[src/rtl/ps2_pkg.sv]
// Shared constants, FSM encoding and event record for the PS/2 key event path.
package ps2_pkg;

   localparam logic [7:0] PS2_EXT = 8'hE0;
   localparam logic [7:0] PS2_BRK = 8'hF0;

   typedef enum logic [1:0] {
      ST_IDLE    = 2'd0,
      ST_EXT     = 2'd1,
      ST_BRK     = 2'd2,
      ST_EXT_BRK = 2'd3
   } ps2_state_t;

   typedef struct packed {
      logic [7:0] code;
      logic       ext;
      logic       brk;
   } key_evt_t;

   // Keyboard control/response codes that carry no key information in IDLE.
   function automatic logic is_ignored(input logic [7:0] b);
      return b inside {8'h00, 8'hAA, 8'hEE, 8'hFA, 8'hFE, 8'hFF};
   endfunction

endpackage

[src/rtl/key_evt_fifo.sv]
// Show-ahead synchronous FIFO of key events with full/empty flags.
module key_evt_fifo
   import ps2_pkg::*;
#(
   parameter int unsigned DEPTH = 4
) (
   input  logic     clk,
   input  logic     resetn,
   input  logic     wr_en,
   input  key_evt_t wr_data,
   input  logic     rd_en,
   output key_evt_t rd_data,
   output logic     full,
   output logic     empty,
   output logic     wr_drop
);

   localparam int unsigned AW = (DEPTH > 1) ? $clog2(DEPTH) : 1;
   localparam logic [AW-1:0] PTR_ONE  = AW'(1);
   localparam logic [AW:0]   CNT_ONE  = (AW+1)'(1);
   localparam logic [AW:0]   CNT_FULL = (AW+1)'(DEPTH);

   key_evt_t      mem [DEPTH];
   logic [AW-1:0] wr_ptr;
   logic [AW-1:0] rd_ptr;
   logic [AW:0]   count;
   logic          push;
   logic          pop;

   assign empty   = (count == '0);
   assign full    = (count == CNT_FULL);
   assign pop     = rd_en & ~empty;
   // A pop in the same cycle frees the slot, so a write to a full FIFO is still accepted.
   assign push    = wr_en & (~full | pop);
   assign wr_drop = wr_en & full & ~pop;
   assign rd_data = empty ? '0 : mem[rd_ptr];

   always_ff @(posedge clk or negedge resetn) begin
      if (!resetn) begin
         wr_ptr <= '0;
         rd_ptr <= '0;
         count  <= '0;
      end else begin
         if (push) wr_ptr <= wr_ptr + PTR_ONE;
         if (pop)  rd_ptr <= rd_ptr + PTR_ONE;
         case ({push, pop})
            2'b10:   count <= count + CNT_ONE;
            2'b01:   count <= count - CNT_ONE;
            default: count <= count;
         endcase
      end
   end

   always_ff @(posedge clk) begin
      if (push) mem[wr_ptr] <= wr_data;
   end

endmodule

[src/rtl/ps2_key_event_ctrl.sv]
// Decodes PS/2 scan bytes into make/break events, tracks the held key and press count.
module ps2_key_event_ctrl
   import ps2_pkg::*;
#(
   parameter int unsigned FIFO_DEPTH = 4,
   parameter bit          REPEAT_EN  = 1'b0
) (
   input  logic       clk,
   input  logic       resetn,
   input  logic       byte_valid,
   input  logic [7:0] byte_data,
   input  logic       evt_ready,
   input  logic       ovf_clr,
   output logic       evt_valid,
   output logic [7:0] evt_code,
   output logic       evt_ext,
   output logic       evt_break,
   output logic       key_held,
   output logic [7:0] held_code,
   output logic       held_ext,
   output logic [7:0] press_count,
   output logic       disp_blank,
   output logic       overflow
);

   ps2_state_t state, state_nxt;
   logic       is_make;
   logic       is_brk;
   logic       code_ext;
   logic       is_repeat;
   logic       push;
   logic       fifo_empty;
   logic       fifo_full;
   logic       wr_drop;
   key_evt_t   new_evt;
   key_evt_t   head_evt;

   always_ff @(posedge clk or negedge resetn) begin
      if (!resetn) state <= ST_IDLE;
      else         state <= state_nxt;
   end

   always_comb begin
      state_nxt = state;
      if (byte_valid) begin
         unique case (state)
            ST_IDLE: begin
               if (byte_data == PS2_EXT)      state_nxt = ST_EXT;
               else if (byte_data == PS2_BRK) state_nxt = ST_BRK;
               else                           state_nxt = ST_IDLE;
            end
            ST_EXT: begin
               if (byte_data == PS2_BRK)      state_nxt = ST_EXT_BRK;
               else if (byte_data == PS2_EXT) state_nxt = ST_EXT;
               else                           state_nxt = ST_IDLE;
            end
            ST_BRK: begin
               if (byte_data == PS2_EXT)      state_nxt = ST_EXT_BRK;
               else if (byte_data == PS2_BRK) state_nxt = ST_BRK;
               else                           state_nxt = ST_IDLE;
            end
            ST_EXT_BRK: begin
               if (byte_data == PS2_EXT || byte_data == PS2_BRK) state_nxt = ST_EXT_BRK;
               else                                              state_nxt = ST_IDLE;
            end
            default: state_nxt = ST_IDLE;
         endcase
      end
   end

   always_comb begin
      is_make  = 1'b0;
      is_brk   = 1'b0;
      code_ext = 1'b0;
      if (byte_valid && byte_data != PS2_EXT && byte_data != PS2_BRK) begin
         unique case (state)
            ST_IDLE:    is_make = ~is_ignored(byte_data);
            ST_EXT:     begin is_make = 1'b1; code_ext = 1'b1; end
            ST_BRK:     is_brk = 1'b1;
            ST_EXT_BRK: begin is_brk = 1'b1; code_ext = 1'b1; end
            default:    is_make = 1'b0;
         endcase
      end
   end

   assign is_repeat = key_held && (byte_data == held_code) && (code_ext == held_ext);
   assign push      = is_brk | (is_make & (~is_repeat | REPEAT_EN));
   assign new_evt   = '{code: byte_data, ext: code_ext, brk: is_brk};

   // Break only clears the held state when it names the held key; held code/ext persist.
   always_ff @(posedge clk or negedge resetn) begin
      if (!resetn) begin
         key_held    <= 1'b0;
         held_code   <= '0;
         held_ext    <= 1'b0;
         press_count <= '0;
         overflow    <= 1'b0;
      end else begin
         if (is_make && !is_repeat) begin
            key_held    <= 1'b1;
            held_code   <= byte_data;
            held_ext    <= code_ext;
            press_count <= press_count + 8'd1;
         end else if (is_brk && is_repeat) begin
            key_held <= 1'b0;
         end
         if (wr_drop)      overflow <= 1'b1;
         else if (ovf_clr) overflow <= 1'b0;
      end
   end

   key_evt_fifo #(.DEPTH(FIFO_DEPTH)) u_fifo (
      .clk     (clk),
      .resetn  (resetn),
      .wr_en   (push),
      .wr_data (new_evt),
      .rd_en   (evt_ready),
      .rd_data (head_evt),
      .full    (fifo_full),
      .empty   (fifo_empty),
      .wr_drop (wr_drop)
   );

   assign evt_valid  = ~fifo_empty;
   assign evt_code   = head_evt.code;
   assign evt_ext    = head_evt.ext;
   assign evt_break  = head_evt.brk;
   assign disp_blank = ~key_held;

endmodule

[config.mk]
export PLATFORM = sky130hd
export DESIGN_NAME = ps2_key_event_ctrl
export DESIGN_NICKNAME = d
export VERILOG_FILES = /design/src/rtl/ps2_pkg.sv /design/src/rtl/key_evt_fifo.sv /design/src/rtl/ps2_key_event_ctrl.sv
export SDC_FILE = /design/constraint.sdc
export NUM_CORES = 1
export LEC_CHECK = 0
export ABC_AREA = 1
export ABC_CLOCK_PERIOD_IN_PS = 2240
export BUFFER_PORTS_ARGS = -buffer_cell sky130_fd_sc_hd__buf_2
export CAP_MARGIN = 20
export CORE_ASPECT_RATIO = 0.9
export CORE_MARGIN = 5
export CORE_UTILIZATION = 52
export CTS_CLUSTER_SIZE = 8
export DETAILED_ROUTE_END_ITERATION = 8
export GPL_TIMING_DRIVEN = 0
export PLACE_DENSITY_LB_ADDON = 0.1
export SYNTH_ARGS = -nofsm -noshare
export SYNTH_HDL_FRONTEND = slang
export SYNTH_SLANG_ARGS = --single-unit
[constraint.sdc]
create_clock -name clk -period 2.24 [get_ports clk]
set_input_delay 0.336 -clock clk [delete_from_list [all_inputs] [get_ports clk]]
set_output_delay 0.336 -clock clk [all_outputs]
set_load 0.05 [all_outputs]
# [Word-level counts from Yosys, hierarchy flattened]
# Memory sizes are Yosys's and may differ from the RTL's.
# Index checks and enable logic that the tools add are counted.
# W data, S select, Z words.
[word_totals] regBits=28 mem_bits_rw=40 output_inout_bits=31 memories=1
[classes] eq_ne=17 n_mux=21 reduce_logical=17 addsub=5 n_bitwise=13
[mem_list] name="u_fifo.mem" depth=4 width=10 read_ports=1 rd_clocked_by_memory_dff=0 wr=1 line="key_evt_fifo.sv:23" text="key_evt_t mem [DEPTH];"
[op_table] operator="$eq A8 B8 Y1 const B" n=7
[op_table] operator="$ne A8 B8 Y1 const B" n=2
[op_table] operator="$mux W1" n=12
[op_table] operator="$mux W10" n=1
[op_table] operator="$mux W2" n=5
[op_table] operator="$add A8 B1 Y8 const B" n=1
[op_table] operator="$eq A8 B8 Y1" n=1
[op_table] operator="$logic_not A8 Y1" n=1
[op_table] operator="$pmux W2 S4" n=1
[op_table] operator="$eq A2 B2 Y1 const B" n=3
[op_table] operator="$logic_and A1 B1 Y1" n=6
[op_table] operator="$not A1 Y1" n=6
[op_table] operator="$pmux W3 S2" n=1
[op_table] operator="$reduce_bool A2 Y1" n=3
[op_table] operator="$reduce_bool A6 Y1" n=1
[op_table] operator="$and A1 B1 Y1" n=5
[op_table] operator="$add A2 B1 Y2 const B" n=2
[op_table] operator="$eq A2 B1 Y1 const B" n=2
[op_table] operator="$reduce_or A2 Y1" n=2
[op_table] operator="$add A3 B1 Y3 const B" n=1
[op_table] operator="$eq A3 B3 Y1 const B" n=1
[op_table] operator="$logic_not A3 Y1" n=1
[op_table] operator="$sub A3 B1 Y3 const B" n=1
[op_table] operator="$logic_not A2 Y1" n=1
[op_table] operator="5 further kinds" n=6

# [Logic depth before layout (Yosys ltp)]
# Gate-level depths: netlist of the first run.
[depth] depth_word=12 ltp_mapped=18 depth_no_buf=18

# [Hierarchy]
# From an unflattened synthesis of the first run, not the netlist that was laid out.
[unflattened] hier_cells=404 area_unflattened_um2=3562.2
[modules_own_cells] mod="key_evt_fifo" cells_per_inst=219 area_each_um2=2148.3 n_inst=1 seq_area_each_um2=1376.3
[modules_own_cells] mod="ps2_key_event_ctrl" cells_per_inst=185 area_each_um2=1413.9 n_inst=1 seq_area_each_um2=525.5

# [Least setup slack after synthesis of the first run]
# OpenSTA, ideal clock, no wires.
[synth_path] path_type="reg-to-reg" startpoint="register held_code[1]" endpoint="register u_fifo.count[2]" path_slack_ns=-0.314 path_stages_with_launch=15 path_buffers=0 arrival_ns=2.423 setup_ns=0.131 required_ns=2.109 cell_sequence="dfrtp_1 nor2_1 nor3b_1 nand2_1 nor2_1 nand3_1 nand2_4 nand2_2 nand2_4 ha_1 inv_1 fa_1 a21oi_1 o21ai_0 xor2_1"
[synth_between] elab_chain_cells=9
[synth_rtl] element="start: declaration" line="ps2_key_event_ctrl.sv:19" text="output logic [7:0] held_code,"
[synth_rtl] element="start signal: assignment" line="ps2_key_event_ctrl.sv:101" text="held_code <= byte_data;"
[synth_rtl] element="$eq A8 B8 Y1 *" line="ps2_key_event_ctrl.sv:86" text="assign is_repeat = key_held && (byte_data == held_code) && (code_ext == held_ext);"
[synth_rtl] element="$logic_and A1 B1 Y1 * (2 in series)" line="ps2_key_event_ctrl.sv:86"
[synth_rtl] element="$not A1 Y1 *" line="ps2_key_event_ctrl.sv:87" text="assign push = is_brk | (is_make & (~is_repeat | REPEAT_EN));"
[synth_rtl] element="$and A1 B1 Y1 *" line="ps2_key_event_ctrl.sv:87"
[synth_rtl] element="$or A1 B1 Y1 *" line="ps2_key_event_ctrl.sv:87"
[synth_rtl] element="$and A1 B1 Y1 *" line="key_evt_fifo.sv:34" text="assign push = wr_en & (~full | pop);"
[synth_rtl] element="$eq A2 B1 Y1 or $eq A2 B2 Y1 (tied branches)" line="key_evt_fifo.sv:46" text="case ({push, pop})"
[synth_rtl] element="$pmux W3 S2 or $reduce_bool A2 Y1 (tied branches)"
[synth_rtl] element="end signal: assignment" line="key_evt_fifo.sv:47" text="2'b10: count <= count + CNT_ONE;"
[synth_rtl] element="end signal: assignment" line="key_evt_fifo.sv:48" text="2'b01: count <= count - CNT_ONE;"
[synth_rtl] element="end signal: assignment" line="key_evt_fifo.sv:49" text="default: count <= count;"
[synth_rtl] element="end: declaration" line="key_evt_fifo.sv:26" text="logic [AW:0] count;"
# Mark *: on every way between the ends. The rest lies on a longest branch, timed or not.
# A chain may end at the register's enable or synchronous reset.

# [Worst setup path after layout of the first run]
[layout_path] startpoint="register held_code[2]" endpoint="register u_fifo.count[2]"
# Same word-level chain as after synthesis.

==> flow_summary.toml, run 1 <==
[status]
outcome = "finished clean"

[clocking]
clock_latency_ns = 0.34
cts-htree-levels = 3
ctsHoldBuffers = 0
clockBufferDepth = 2
cts.sinks = 68
cts_buffers = 9
clockRootBuffer = "clkbuf_8"
cts_tree = "built"
clk_pin_slew_ns = 0.07

[sta]
slew-limit-headroom_pct = 56.73
worst_pin_slew_ns = 0.6490
rsz0062_at_grt = "true"
clock_skew_ns = 0.01141
postLayoutSetupSlackWorst_ns = 0.03600
period_share_pct = 98.39
final.min_clock_period_ns = 2.204
hold_viol = 0
finalSetupViolations = 0
drv_slew = 0
tns_ns = 0
fmax_mhz = 453.7

[setup_path]
cp-end-kind = "flop"
cpMaxStageDelayCell = "dfrtp_2"
slowest_delay_ns = 0.41
crit_arrival_ns = 2.42
crit_path_cell_trace = "nand2_1 > nand2_1 > nor2_1 > nand3b_1 > nor2_2 > nand3_2 > nand2_4 > nand2_4 > nand2_8 > ha_4 > inv_2 > fa_2 > a21oi_2 > o21ai_1 > xor2_1"
start_kind = "flop"
path_delay_family = "simple AND/OR/NAND/NOR gates"
cp.required_ns = 2.46
critPathKind = "flop to flop"
crit_fanout = 6
regToRegSetupSlack_ns = 0.04
path_buf_inv = 1

[placed_design]
numPortBuffers = 43
routabilityCongestion = 0.7915
pre_cts_ws_ns = -0.5636
dp.cells = 478
placed_cell_area_um2 = 3611
dp_hpwl_um = 4489

[yosys]
synth-main-ff-cell = "edfxtp_1"
postSynthCellCount = 348
synth-edff-count = 40
synth-seq-cells = 68
async_flop_share_pct = 41.18
synth_top_cell_area_share_pct = 36.89
yosysUniqueCellTypes = 31
avgSynthCellArea_um2 = 9.355
yosys-top-cells-count = "nor2_1 (65), nand2_1 (57), edfxtp_1 (40)"
synth_top_cell_by_area = "edfxtp_1"
ys_seq_area_share_pct = 58.42
netlist_area_um2 = 3256
yosys_warnings = 0
syn-num-nets = 368
yosysMostFrequentCell = "nor2_1"
synthTopCellsByArea = "edfxtp_1 (37%), dfrtp_1 (22%), nor2_1 (7.5%), nand2_1 (6.6%), inv_1 (4.4%)"

[floorplan]
die_h_um = 85.07
floorplan.io_pins = 44
rows = 27
start_util_pct = 53.24
dieArea_um2 = 7946
die_x_um = 93.41
core_um2 = 6115

[finish]
stdcell_area_um2 = 3949
finalNetCount = 432
fill_cells = 507
drive_above_1_share_pct = 28.78
multiInputGateArea_um2 = 1184
final_cells = 504
antenna-diode-count = 0
synthToLayoutAreaGrowth_pct = 21.29
regArea_um2 = 1913

[global_route]
grt_overflow_total = 0
grt_pass1_wl_um = 11250
grt_pass1_vias = 2402
grt_max_degree = 29
gr-usage-all-layers_pct = 18.26
antenna_found_initial = 0

[flow_run]
maxCapViolCount = 0

[detailed_routing]
drc = 0
via_count = 2470
drtIter0Drc = 113
firstDrtPassIters = 5
vias_per_cell = 4.901
wire_per_inst_um = 13.26
ant_nets = 0
wl_um = 6684

[power]
p_leak_nw = 1.772
fin_total_pwr_w = 0.005224
power.density_nw_per_um2 = 1323
vdd_drop_max_v = 0.0008388

[worst_hold_path]
hp-class = "input port to async pin"
## stage by stage
| stage | hold WS (ns) | util (%) |
|---|---|---|
| 3_5_place_dp | 0.3982 | 59.05 |
| 5_1_grt | 0.07383 | 64.58 |
| 4_1_cts | 0.03524 | 64.01 |
| 2_1_floorplan | 0.04041 | - |
| 3_3_place_gp | 0.3961 | 59.05 |
| 6_report | 0.02049 | 64.58 |
## placed cells by master, fill, tap and decap left out, drive strengths merged
master / count
xor2: 5
dfrtp: 28
nor4: 1
ha: 6
nor3: 3
nor3b: 1
nor2: 68
bufinv: 2
nand2: 66
inv: 47
o21ai: 40
a21oi: 13
fa: 1
buf: 56
xnor2: 2
o22ai: 2
nand3b: 3
nand4: 2
clkbuf: 17
nand3: 10
clkinv: 4
edfxtp: 40
## state kept, by name, summed over array words and instances (netlist names)
signal         count
u_fifo.count       3
overflow           1
press_count        8
u_fifo.wr_ptr      2
key_held           1
u_fifo.mem        40
state              2
held_code          8
held_ext           1
u_fifo.rd_ptr      2
## where the power goes
group	internal, W	total (W)	switching (W)
logic	0.000628	0.00237	0.00175
registers	0.00163	0.00178	0.000153
clock network	0.000618	0.00107	0.000454
## area by class of cell
cell class | instances | share of cell area (%)
clock inverters | 6 | 1.996
well taps | 87 | 2.757
multi-input cells | 223 | 29.97
repair buffers | 53 | 7.414
plain buffers | 10 | 1.648
inverters | 47 | 4.531
flip-flops and latches | 68 | 48.45
clock buffers | 10 | 3.232
## worst paths after layout
path | startpoint | to | cells after the start
worst min register to register | press_count[7]$_DFFE_PN0P_ | press_count[7]$_DFFE_PN0P_ | 2
max in group asynchronous | resetn | held_code[4]$_DFFE_PN0P_ | 1
worst max register to register | held_code[2]$_DFFE_PN0P_ | u_fifo.count[2]$_DFFE_PN0P_ | 15
min in group clk | ovf_clr | overflow$_DFFE_PN0P_ | 2
worst min-delay path | resetn | press_count[5]$_DFFE_PN0P_ | 1
worst max-delay path | held_code[2]$_DFFE_PN0P_ | u_fifo.count[2]$_DFFE_PN0P_ | 15
## timing repair
action                                  4_1_cts  5_1_grt
cloned                                        0        0
resized for setup                            11       11
pin swaps                                     5        5
endpoints found under the setup margin       50       31
buffers inserted                              8        2
## kinds of logic (layout without fill, tap and decap cells)
family	Yosys count	count (layout)	share of synthesized area, %
AO/OA/AOI/OAI	55	55	8.532
XOR/XNOR	7	7	1.883
adder cells (fa/ha/maj)	7	7	2.921
buffers and inverters	57	126	7.225
flip-flops	68	68	58.42
AND/OR/NAND/NOR	154	154	21.02
## worst register-to-register path: cells and delay by family, from the launching register on
| family | cells | cell delay (ns) |
|---|---|---|
| AOI/OAI and AO/OA | 2 | 0.19 |
| buffers and inverters | 1 | 0.05 |
| adders and majority gates | 2 | 0.48 |
| DFF | 1 | 0.41 |
| xor gates and xnor gates | 1 | 0.15 |
| and+or+nand+nor | 9 | 0.80 |
## layer usage
metal | GRT usage (%) | share of wire [%] | up-vias
li1 | - | - | 1250
met1 | 23.65 | 46 | 1155
met2 | 30.19 | 47 | 54
met3 | 3.635 | 5.4 | 11
met4 | 7.190 | 1.2 | 0
met5 | 0 | 0 | -
(Power assumes the default switching activity.)
==> inputs of run 2 (changes only) <==
- CORE_ASPECT_RATIO: 0.9 -> 0.6
==> run 2 against run 1 <==
The flow now finishes with violations (setup timing). Critical endpoint unchanged. Cell area fell by 0.70%. Register-to-register slack got worse by 0.10 ns. Clock power shrank 9%. Core utilization fell by 0.12 points. Sequential power is essentially flat. Clock skew fell by 0.0017 ns. Wire length grew 6.6%. Non-clock buffer count decreased by 2. Via count is 0.61% lower. Worst hold slack better by 0.012 ns. Final cell count is 0.99% lower.
==> flow_summary.toml, run 2 (synthesis results as in run 1) <==
[sta]
worst_pin_slew_ns = 0.6793
finalSetupViolations = 1
clock_skew_ns = 0.009736
period_share_pct = 103.0
drv_slew = 0
fmax_mhz = 433.3
rsz0062_at_grt = "true"
whs_ns = 0.03224
final.min_clock_period_ns = 2.308
hold_viol = 0
postLayoutSetupSlackWorst_ns = -0.06788
slew-limit-headroom_pct = 54.72

[clocking]
cts-htree-levels = 3
clock_latency_ns = 0.34
cts_tree = "built"
clockBufferDepth = 2
clk_pin_slew_ns = 0.08
ctsHoldBuffers = 0
cts_buffers = 9
cts.sinks = 68
clockRootBuffer = "clkbuf_8"

[setup_path]
rr_endpoint = "u_fifo.count[2]$_DFFE_PN0P_"
reg2regPathDepth = 15
cp.required_ns = 2.45
regToRegSetupSlack_ns = -0.07
crit_arrival_ns = 2.52
r2r-start = "held_code[4]$_DFFE_PN0P_"
slowest_delay_ns = 0.42
path_delay_family = "simple AND/OR/NAND/NOR gates"
path_buf_inv = 1
cpMaxStageDelayCell = "dfrtp_2"
cp-end-kind = "flop"
crit_fanout = 5
start_kind = "flop"
crit_path_cell_trace = "nand2_1 > nand2_1 > nor2_2 > nand3b_1 > nor2_4 > nand3_2 > nand2_4 > nand2_4 > nand2_8 > ha_4 > inv_2 > fa_2 > a21oi_1 > o21ai_1 > xor2_1"
critPathKind = "flop to flop"

[detailed_routing]
via_count = 2455
wl_um = 7127
vias_per_cell = 4.920
drc = 0
firstDrtPassIters = 6
ant_nets = 0
drtIter0Drc = 182
wire_per_inst_um = 14.28

[finish]
synthToLayoutAreaGrowth_pct = 20.45
largest-register = "u_fifo.mem"
layout_commonest_cell = "nor2_1"
largestRegisters = "u_fifo.mem (40), held_code (8), press_count (8)"
drive_above_1_share_pct = 28.43
largest_reg_flops = 40
layout_common_cells = "nor2_1 (59), nand2_1 (57), buf_2 (44)"
antenna-diode-count = 0
finalNetCount = 430
fill_cells = 507

[floorplan]
die_h_um = 71.29
floorplan.io_pins = 44
rows = 22
die_x_um = 112.2
start_util_pct = 53.52
core_um2 = 6083
dieArea_um2 = 7995

[placed_design]
dp_hpwl_um = 4784
numPortBuffers = 43
routabilityCongestion = 0.8064

[status]
outcome = "finished, violations left"
violations = "setup timing"

[power]
fin_total_pwr_w = 0.005166
p_sw_share_pct = 46.67
combPwrFrac_pct = 46.7
internal_power_w = 0.002755
p_sw_w = 0.002411
p_leak_nw = 1.758
p_clk_share_pct = 18.9
power.density_nw_per_um2 = 1317
pwr-share-seq_pct = 34.5
vdd_drop_max_v = 0.0007440

[global_route]
gr-usage-all-layers_pct = 18.31
grt_max_degree = 29
antenna_found_initial = 0
grt_overflow_total = 0
grt_pass1_vias = 2235
grt_pass1_wl_um = 11450

[flow_run]
maxCapViolCount = 0

[worst_hold_path]
hp-class = "input port to async pin"
==> run 2: cell types whose count changed in the layout (fill, tap and decap cells not counted), moves of 2 or more <==
cell      previous run  this run
nor2_4               2         5
nor2_2               8         4
clkinv_4             0         2
buf_4               11         9
==> run 2: layout make-up <==
| cell class | instances | area, um^2 | area share [%] |
|---|---|---|---|
| clock inverter | 7 | 67.56 | 1.723 |
| inverter | 47 | 178.9 | 4.563 |
| timing repair buffer | 51 | 275.3 | 7.020 |
| clock buffer | 9 | 123.9 | 3.159 |
| multi-input combinational | 223 | 1192 | 30.41 |
| buffer | 10 | 65.06 | 1.659 |
| sequential | 68 | 1913 | 48.79 |
| tap | 84 | 105.1 | 2.680 |
==> run 2: repair_timing <==
action	4_1_cts	5_1_grt
cloned	0	0
endpoints found under the setup margin	52	22
gates resized for setup	10	12
setup buffers	4	4
pin swaps	9	6
==> run 2: metal layers <==
| metal | GRT usage (%) | part of all wire (%) | vias up |
|---|---|---|---|
| met1 | 28.52 | 50 | 1118 |
| met3 | 5.992 | 8.0 | 2 |
| li1 | - | - | 1257 |
| met2 | 24.62 | 42 | 78 |
| met5 | 0 | 0 | - |
| met4 | 4.400 | 0.27 | 0 |
==> run 2: stage by stage <==
stage	cells	setup WS (ns)	cell area [um^2]	util (%)	setup TNS (ns)
finish	499	-0.06788	3921	64.46	-0.06788
global route	499	-0.1725	3921	64.46	-0.1862
CTS	495	-0.07134	3851	63.31	-0.07134
detailed placement	475	-0.5535	3607	59.30	-19.68
global placement	475	-0.5018	3607	59.30	-17.79
floorplan	348	-0.05762	3287	-	-0.05762
==> run 2: how the worst max path moves through the flow <==
stage | start | to | cells past startpoint
2_1_floorplan | held_code[0]$_DFFE_PN0P_ | u_fifo.count[2]$_DFFE_PN0P_ | 14
3_3_place_gp | byte_data[4] | u_fifo.mem[0][6]$_DFFE_PP_ | 13
3_5_place_dp | byte_data[5] | u_fifo.mem[0][5]$_DFFE_PP_ | 12
4_1_cts | held_code[2]$_DFFE_PN0P_ | u_fifo.count[2]$_DFFE_PN0P_ | 15
5_1_grt | held_code[4]$_DFFE_PN0P_ | u_fifo.count[2]$_DFFE_PN0P_ | 15
6_report | held_code[4]$_DFFE_PN0P_ | u_fifo.count[2]$_DFFE_PN0P_ | 15
==> run 2: power by group through the flow <==
stage / Sequential, W / Clock, W / Combinational (W)
2_1_floorplan: 0.00205 / 0 / 0.00150
3_3_place_gp: 0.00180 / 0 / 0.00229
3_5_place_dp: 0.00181 / 0 / 0.00232
4_1_cts: 0.00178 / 0.00100 / 0.00236
5_1_grt: 0.00181 / 0.00107 / 0.00263
6_report: 0.00178 / 0.000974 / 0.00241
